--- config.mk ---
export PLATFORM = sky130hd
export DESIGN_NAME = weight_loader_param_flat
export DESIGN_NICKNAME = d
export VERILOG_FILES = /design/src/rtl/weight_loader_param_if.sv /design/src/rtl/weight_loader_param.sv /design/src/flat_wrapper.sv
export SDC_FILE = /design/constraint.sdc
export NUM_CORES = 2
export LEC_CHECK = 0
export ABC_AREA = 1
export BUFFER_PORTS_ARGS = -buffer_cell sky130_fd_sc_hd__buf_2
export CORE_UTILIZATION = 45
export CTS_CLUSTER_DIAMETER = 120
export DETAILED_ROUTE_END_ITERATION = 6
export PLACE_DENSITY_LB_ADDON = 0.05
export SKIP_CTS_REPAIR_TIMING = 1
export SLEW_MARGIN = 20
export SYNTH_ARGS = -nofsm -noshare
export SYNTH_HDL_FRONTEND = slang
export SYNTH_SLANG_ARGS = --single-unit
--- constraint.sdc ---
create_clock -name clk -period 3.1 [get_ports clk]
set_input_delay 0.62 -clock clk [delete_from_list [all_inputs] [get_ports clk]]
set_output_delay 0.62 -clock clk [all_outputs]
set_load 0.02 [all_outputs]
--- src/rtl/weight_loader_param_if.sv ---
// SRAM read port bundle for weight_loader_param: the loader drives the
// read enable and address, and the SRAM returns data RD_LAT cycles later.
interface weight_loader_param_if #(
  parameter int WORD_BYTES = 2,
  parameter int ADDR_W     = 16
);
  logic                    sram_re;
  logic [ADDR_W-1:0]       sram_addr;
  logic [WORD_BYTES*8-1:0] sram_rdata;

  modport master (output sram_re, output sram_addr, input sram_rdata);
  modport slave  (input sram_re, input sram_addr, output sram_rdata);
endinterface

--- src/rtl/weight_loader_param.sv ---
// Parametrised conv-layer weight loader: streams NUM_FILT*CH*K*K bytes from SRAM into
// local registers and presents one filter's kernel row-packed. Optional macro: WLOAD_CHECKSUM_EN.
module weight_loader_param #(
  parameter int WORD_BYTES = 2,
  parameter int ADDR_W     = 16,
  parameter int K          = 3,
  parameter int CH         = 4,
  parameter int NUM_FILT   = 8,
  parameter int RD_LAT     = 1
) (
  input  logic                         clk,
  input  logic                         rst_n,
  input  logic                         start,
  input  logic [ADDR_W-1:0]            cfg_base_addr,
  input  logic [15:0]                  cfg_checksum,
  weight_loader_param_if.master        sram,
  input  logic [$clog2(NUM_FILT):0]    filt_sel,
  output logic [K*K*CH*8-1:0]          kernel_o,
  output logic                         busy,
  output logic                         done,
  output logic                         chk_err
);

  localparam int TOT        = NUM_FILT * CH * K * K;
  localparam int NWORDS     = (TOT + WORD_BYTES - 1) / WORD_BYTES;
  localparam int LAST_BYTES = TOT - (NWORDS - 1) * WORD_BYTES;
  localparam int CNT_W      = $clog2(NWORDS + 1);
  localparam int KB         = K * K * CH;
  localparam int FS_W       = $clog2(NUM_FILT) + 1;

  typedef enum logic [1:0] {S_IDLE, S_FETCH, S_DRAIN, S_DONE} state_t;

  state_t              r_state;
  state_t              w_next;
  logic                r_sramRe;
  logic [ADDR_W-1:0]   r_sramAddr;
  logic [CNT_W-1:0]    r_issueCnt;
  logic [CNT_W-1:0]    r_capCnt;
  logic [RD_LAT-1:0]   r_vld;
  logic [7:0]          r_wgt [TOT];
  logic [KB*8-1:0]     w_kernel;
  logic                w_accept;
  logic                w_lastIssue;
  logic                w_capture;
  logic                w_doneRise;

  assign w_accept    = start && ((r_state == S_IDLE) || (r_state == S_DONE));
  assign w_lastIssue = (r_issueCnt == CNT_W'(NWORDS));
  assign w_capture   = r_vld[RD_LAT-1];
  assign w_doneRise  = (r_state == S_DRAIN) && (r_capCnt == CNT_W'(NWORDS));

  always_ff @(posedge clk or negedge rst_n) begin
    if (!rst_n) r_state <= S_IDLE;
    else        r_state <= w_next;
  end

  always_comb begin
    w_next = r_state;
    case (r_state)
      S_IDLE, S_DONE: if (start) w_next = S_FETCH;
      S_FETCH:        if (w_lastIssue) w_next = S_DRAIN;
      S_DRAIN:        if (w_doneRise) w_next = S_DONE;
      default:        w_next = S_IDLE;
    endcase
  end

  // Issue side: word 0 goes out on the accepting edge, then one word per cycle.
  always_ff @(posedge clk or negedge rst_n) begin
    if (!rst_n) begin
      r_sramRe   <= 1'b0;
      r_sramAddr <= '0;
      r_issueCnt <= '0;
    end else if (w_accept) begin
      r_sramRe   <= 1'b1;
      r_sramAddr <= cfg_base_addr;
      r_issueCnt <= CNT_W'(1);
    end else if (r_state == S_FETCH) begin
      if (w_lastIssue) begin
        r_sramRe <= 1'b0;
      end else begin
        r_sramAddr <= r_sramAddr + ADDR_W'(1);
        r_issueCnt <= r_issueCnt + CNT_W'(1);
      end
    end
  end

  always_ff @(posedge clk or negedge rst_n) begin
    if (!rst_n) begin
      r_vld <= '0;
    end else begin
      r_vld[0] <= r_sramRe;
      for (int k = 1; k < RD_LAT; k++) r_vld[k] <= r_vld[k-1];
    end
  end

  always_ff @(posedge clk or negedge rst_n) begin
    if (!rst_n)         r_capCnt <= '0;
    else if (w_accept)  r_capCnt <= '0;
    else if (w_capture) r_capCnt <= r_capCnt + CNT_W'(1);
  end

  // Lowest byte index sits in the word's MSBs; pad bytes past TOT have no register.
  always_ff @(posedge clk or negedge rst_n) begin
    if (!rst_n) begin
      for (int b = 0; b < TOT; b++) r_wgt[b] <= '0;
    end else if (w_capture) begin
      for (int b = 0; b < TOT; b++) begin
        if (CNT_W'(b / WORD_BYTES) == r_capCnt)
          r_wgt[b] <= sram.sram_rdata[(WORD_BYTES - 1 - (b % WORD_BYTES)) * 8 +: 8];
      end
    end
  end

  always_comb begin
    w_kernel = '0;
    for (int f = 0; f < NUM_FILT; f++) begin
      if (filt_sel == FS_W'(f)) begin
        for (int r = 0; r < K; r++)
          for (int c = 0; c < CH; c++)
            for (int col = 0; col < K; col++)
              w_kernel[(KB - 1 - ((r * CH + c) * K + col)) * 8 +: 8] =
                r_wgt[((f * CH + c) * K + r) * K + col];
      end
    end
  end

  assign kernel_o       = w_kernel;
  assign sram.sram_re   = r_sramRe;
  assign sram.sram_addr = r_sramAddr;
  assign busy           = (r_state == S_FETCH) || (r_state == S_DRAIN);
  assign done           = (r_state == S_DONE);

`ifdef WLOAD_CHECKSUM_EN
  logic [15:0] r_sum;
  logic [15:0] w_wordSum;
  logic        r_chkErr;

  always_comb begin
    w_wordSum = '0;
    for (int j = 0; j < WORD_BYTES; j++) begin
      if ((r_capCnt != CNT_W'(NWORDS - 1)) || (j < LAST_BYTES))
        w_wordSum = w_wordSum + 16'(sram.sram_rdata[(WORD_BYTES - 1 - j) * 8 +: 8]);
    end
  end

  // The final capture lands one edge before done rises, so r_sum is complete here.
  always_ff @(posedge clk or negedge rst_n) begin
    if (!rst_n) begin
      r_sum    <= '0;
      r_chkErr <= 1'b0;
    end else if (w_accept) begin
      r_sum    <= '0;
      r_chkErr <= 1'b0;
    end else begin
      if (w_capture)  r_sum    <= r_sum + w_wordSum;
      if (w_doneRise) r_chkErr <= (r_sum != cfg_checksum);
    end
  end

  assign chk_err = r_chkErr;
`else
  logic w_unusedChecksum;
  assign w_unusedChecksum = ^cfg_checksum;
  assign chk_err = 1'b0;
`endif

endmodule

--- src/flat_wrapper.sv ---
// flat-port wrapper written by rule: the top's interface ports become plain ports
module weight_loader_param_flat 
#(
  parameter int WORD_BYTES = 2,
  parameter int ADDR_W     = 16,
  parameter int K          = 3,
  parameter int CH         = 4,
  parameter int NUM_FILT   = 8,
  parameter int RD_LAT     = 1
)
  (clk, rst_n, start, cfg_base_addr, cfg_checksum, filt_sel, kernel_o, busy, done, chk_err, sram_sram_re, sram_sram_addr, sram_sram_rdata);
  weight_loader_param_if #(.WORD_BYTES(WORD_BYTES), .ADDR_W(ADDR_W)) sram_i ();
  input  logic clk;
  input  logic rst_n;
  input  logic start;
  input  logic [ADDR_W-1:0] cfg_base_addr;
  input  logic [15:0] cfg_checksum;
  input  logic [$clog2(NUM_FILT):0] filt_sel;
  output logic [K*K*CH*8-1:0] kernel_o;
  output logic busy;
  output logic done;
  output logic chk_err;
  output wire logic [$bits(sram_i.sram_re)-1:0] sram_sram_re;
  output wire logic [$bits(sram_i.sram_addr)-1:0] sram_sram_addr;
  input wire logic [$bits(sram_i.sram_rdata)-1:0] sram_sram_rdata;
  assign sram_sram_re = sram_i.sram_re;
  assign sram_sram_addr = sram_i.sram_addr;
  assign sram_i.sram_rdata = sram_sram_rdata;
  weight_loader_param #(.WORD_BYTES(WORD_BYTES), .ADDR_W(ADDR_W), .K(K), .CH(CH), .NUM_FILT(NUM_FILT), .RD_LAT(RD_LAT)) u_core (.clk(clk), .rst_n(rst_n), .start(start), .cfg_base_addr(cfg_base_addr), .cfg_checksum(cfg_checksum), .sram(sram_i), .filt_sel(filt_sel), .kernel_o(kernel_o), .busy(busy), .done(done), .chk_err(chk_err));
endmodule
==> out/summary.md <==
* run status: finished, violations left
* violations in the final reports: DRC, setup timing
* critical path, cell by cell: buf_6, inv_4, nor2_4, buf_12, buf_16, buf_12, nand3_1, nand4_1, nor2_2, nand4_1, buf_6, buf_4
* estimated wirelength of the detail-placed design: 239,000 um
* max_cap viols: 0
* first-iteration detailed-routing DRC count: 10,700
* critical path capture point type: primary output
* clock latency on the worst-skew pair: 0.93 ns
* DR WL/cell: 24.3 um
* area of the placeable core: 223,000 um2
* area growth from synthesis to final layout: 19.3%
* worst slew margin relative to its limit: 0.350
* global route overflow: 0
* FP Rows: 173
* final RePlAce weighted congestion: 1.06
* netlist area before placement: 101,000 um2
* DRT antenna net count: 0
* Setup Viol. Count Final: 2
* crit path DAT: 2.52 ns
* post-synthesis cell type count: 26
* cell at the root of the clock tree: sky130_fd_sc_hd__clkbuf_16
* TritonCTS Sinks: 2,340
* sequential share of power: 0.443
* destination of the critical timing path: kernel_o[76]
* largest buffer count on any clock path: 4
* share of flip-flops with an asynchronous set or reset after synthesis: 1.00
* commonest register cell after synthesis: sky130_fd_sc_hd__dfrtp_1
* count of nets after finishing: 12,400
* sum of buffers and inverters on the critical path: 7
* initial antenna violation count: 22
* family with the most delay on the worst path: buffers and inverters
* setup repair after global routing missed its margin: yes
* R2R cell count: 8
* IO Port Bufs: 345
* Vert. Die Dim: 477 um
* share of cells above drive strength 1: 0.125
* worst setup path startpoint: filt_sel[0]
* end-of-flow core utilization: 0.542
* finished layout cell area: 121,000 um2
* EDFF count, synth: 0
* pwr dens: 585 nW/um2
* CP max stage cell: sky130_fd_sc_hd__nand4_1
* clock tree from TritonCTS: done
* area enclosed by the die boundary: 227,000 um2
* Via density: 5.66
* Mapped Avg Cell Area: 8.38 um2
* f_max: 0.318 GHz
* number of CTS-inserted buffers: 281
* Yosys reg bits: 2,340
* syn nets: 12,200
* R2R Path Start: u_core.r_capCnt[1]
* worst-path maximum fanout: 8
* Startpoint Class: primary input
* required time reported for the critical path endpoint: 2.48 ns
* number of global-route vias before repair: 81,000
* wire length of the first global-routing pass: 547,000 um
* floorplan die width: 477 um
* worst setup path category: in2out
* IR Drop Worst-Case VDD: 0.436 mV
* cell count after synthesis: 12,100
* number of hold-slack violations in the final timing report: 0
* worst setup margin: -0.0407 ns
* total placed instance area: 111,000 um2
* commonest cells after routing, fill and taps aside: sky130_fd_sc_hd__nand2_1 (3,350), sky130_fd_sc_hd__dfrtp_1 (2,340), sky130_fd_sc_hd__o21ai_0 (2,155)
* Cell Int Power: 52,400 uW
* part of the cycle the worst path needs: 1.01
* YS warnings: 0
* P_sw: 18,300 uW
* class of the most critical hold timing path: in2reg
* proportion of power drawn by combinational gates: 0.102
* worst reg2reg endpoint: u_core.r_wgt[1504]
* Final Slew Violations: 0
* Total Wirelength: 376,000 um
* number of iterations in the first detailed-routing pass: 7
* register-to-register path setup slack: 0.46 ns
* shortest clock period the worst path allows after layout: 3.14 ns
* clock-pin slew reported for the worst setup and hold paths after clock tree synthesis: 0.06 ns
* worst clock skew: 0.0485 ns
* Critical Path Stages: 12
* effective utilization at floorplan: 0.455
* reported leakage power: 0.0593 uW
* fraction of the yosys area taken by sequential cells: 0.578
* worst-margin pin slew: 0.975 ns
* via count: 87,800
* number of top-level design ports: 363
* number of DRC violations after detailed routing: 3
* most common library cell in the layout ignoring fill and taps: sky130_fd_sc_hd__nand2_1
* total track usage: 0.322
* number of levels the H-tree was split into: 5
* maximum number of pins on one net before global-route repair: 145
* stage delay of the slowest cell on the critical path: 0.33 ns
* clock share of power: 0.455
* Switching Fraction: 0.259
cell families (layout without fill, tap and decap cells):
kind of cell    Yosys count  after routing  share of synthesized area
other cells               1              8                  0.0000370
flops                  2340           2340                      0.578
buf+inv                1425           1854                     0.0534
simple gates           5934           5934                      0.248
fa+ha+maj                11             11                    0.00136
xor+xnor                  6              6                   0.000519
compound gates         2377           2377                      0.119
worst min path at each step:
stage	startpoint	end	slack [ns]	cells past startpoint
3_3_place_gp	u_core.r_wgt[638]	u_core.r_wgt[638]	0.46	2
6_report	cfg_base_addr[0]	u_core.sram.sram_addr[0]	0.02	5
2_1_floorplan	rst_n	u_core.r_capCnt[0]	0.32	0
4_1_cts	rst_n	u_core.r_wgt[457]	-0.36	1
5_1_grt	cfg_base_addr[4]	u_core.sram.sram_addr[4]	0.03	5
3_5_place_dp	u_core.r_wgt[674]	u_core.r_wgt[674]	0.47	2
synthesized netlist by cell type, types with 9 or more instances:
| library cell | instances | area (um2) |
|---|---|---|
| sky130_fd_sc_hd__a21oi_1 | 173 | 866 |
| sky130_fd_sc_hd__buf_1 | 40 | 150 |
| sky130_fd_sc_hd__buf_2 | 47 | 235 |
| sky130_fd_sc_hd__clkbuf_1 | 982 | 3690 |
| sky130_fd_sc_hd__clkinv_1 | 14 | 52.6 |
| sky130_fd_sc_hd__dfrtp_1 | 2340 | 58600 |
| sky130_fd_sc_hd__ha_1 | 11 | 138 |
| sky130_fd_sc_hd__inv_1 | 338 | 1270 |
| sky130_fd_sc_hd__nand2_1 | 3356 | 12600 |
| sky130_fd_sc_hd__nand3_1 | 1194 | 5980 |
| sky130_fd_sc_hd__nand4_1 | 493 | 3080 |
| sky130_fd_sc_hd__nor2_1 | 830 | 3120 |
| sky130_fd_sc_hd__nor3_1 | 9 | 45.0 |
| sky130_fd_sc_hd__o211ai_1 | 46 | 345 |
| sky130_fd_sc_hd__o21ai_0 | 2155 | 10800 |
| sky130_fd_sc_hd__or2_2 | 48 | 300 |
layout make-up:
type / count / area, um2
Antenna cell: 7 / 17.5
Clock buffer: 432 / 8560
Clock inverter: 36 / 335
Fill cell: 20600 / 102000
Inverter: 355 / 1460
Multi-Input combinational cell: 8329 / 37600
Sequential cell: 2340 / 58600
Tap cell: 2975 / 3720
Timing Repair Buffer: 1030 / 10600
Timing Repair inverter: 1 / 11.3
power groups by stage:
| stage | clock network, uW | registers (uW) | logic, uW |
|---|---|---|---|
| finish | 32200 | 31300 | 7220 |
| global route | 33900 | 31400 | 7600 |
| CTS | 32700 | 31300 | 6840 |
| detailed placement | 0 | 31900 | 6810 |
| global placement | 0 | 31900 | 6780 |
| floorplan | 0 | 31800 | 2590 |
state kept, by name (all words and copies together), names as in the netlist:
| signal | cells |
|---|---|
| u_core.r_issueCnt | 8 |
| u_core.r_capCnt | 8 |
| u_core.sram.sram_re | 1 |
| u_core.r_wgt | 2304 |
| u_core.r_vld | 1 |
| u_core.sram.sram_addr | 16 |
| u_core.r_state | 2 |
metal layers:
metal  track usage  share of wire  up-vias
met3         0.107           0.11      528
li1              -              -    40400
met5             0       0.000090        -
met4        0.0889          0.026        6
met1         0.472           0.45    43400
met2         0.451           0.42     3412
worst register-to-register path: stages (launching register included):
cell	delay [ns]
sky130_fd_sc_hd__dfrtp_1	0.41
sky130_fd_sc_hd__inv_1	0.11
sky130_fd_sc_hd__ha_1	0.38
sky130_fd_sc_hd__nand2_1	0.10
sky130_fd_sc_hd__nor2_1	0.54
sky130_fd_sc_hd__inv_1	0.25
sky130_fd_sc_hd__nor2_2	0.18
sky130_fd_sc_hd__buf_4	0.37
sky130_fd_sc_hd__a21oi_1	0.16
through the flow:
step / setup TNS [ns] / setup WS [ns] / cells / power [uW] / hold WS, ns
final: -0.0447 / -0.0407 / 15500 / 70800 / 0.0226
after global routing: -0.0651 / -0.0532 / 15500 / 72900 / 0.0302
after CTS: -8.72 / -0.254 / 15500 / 70800 / -0.364
after detailed placement: -7.54 / -0.253 / 15000 / 38700 / 0.465
after global placement: -4.85 / -0.251 / 15000 / 38600 / 0.458
after floorplan: 0 / 0.370 / 12100 / 34400 / 0.324
Power figures use the tool's default switching activity.
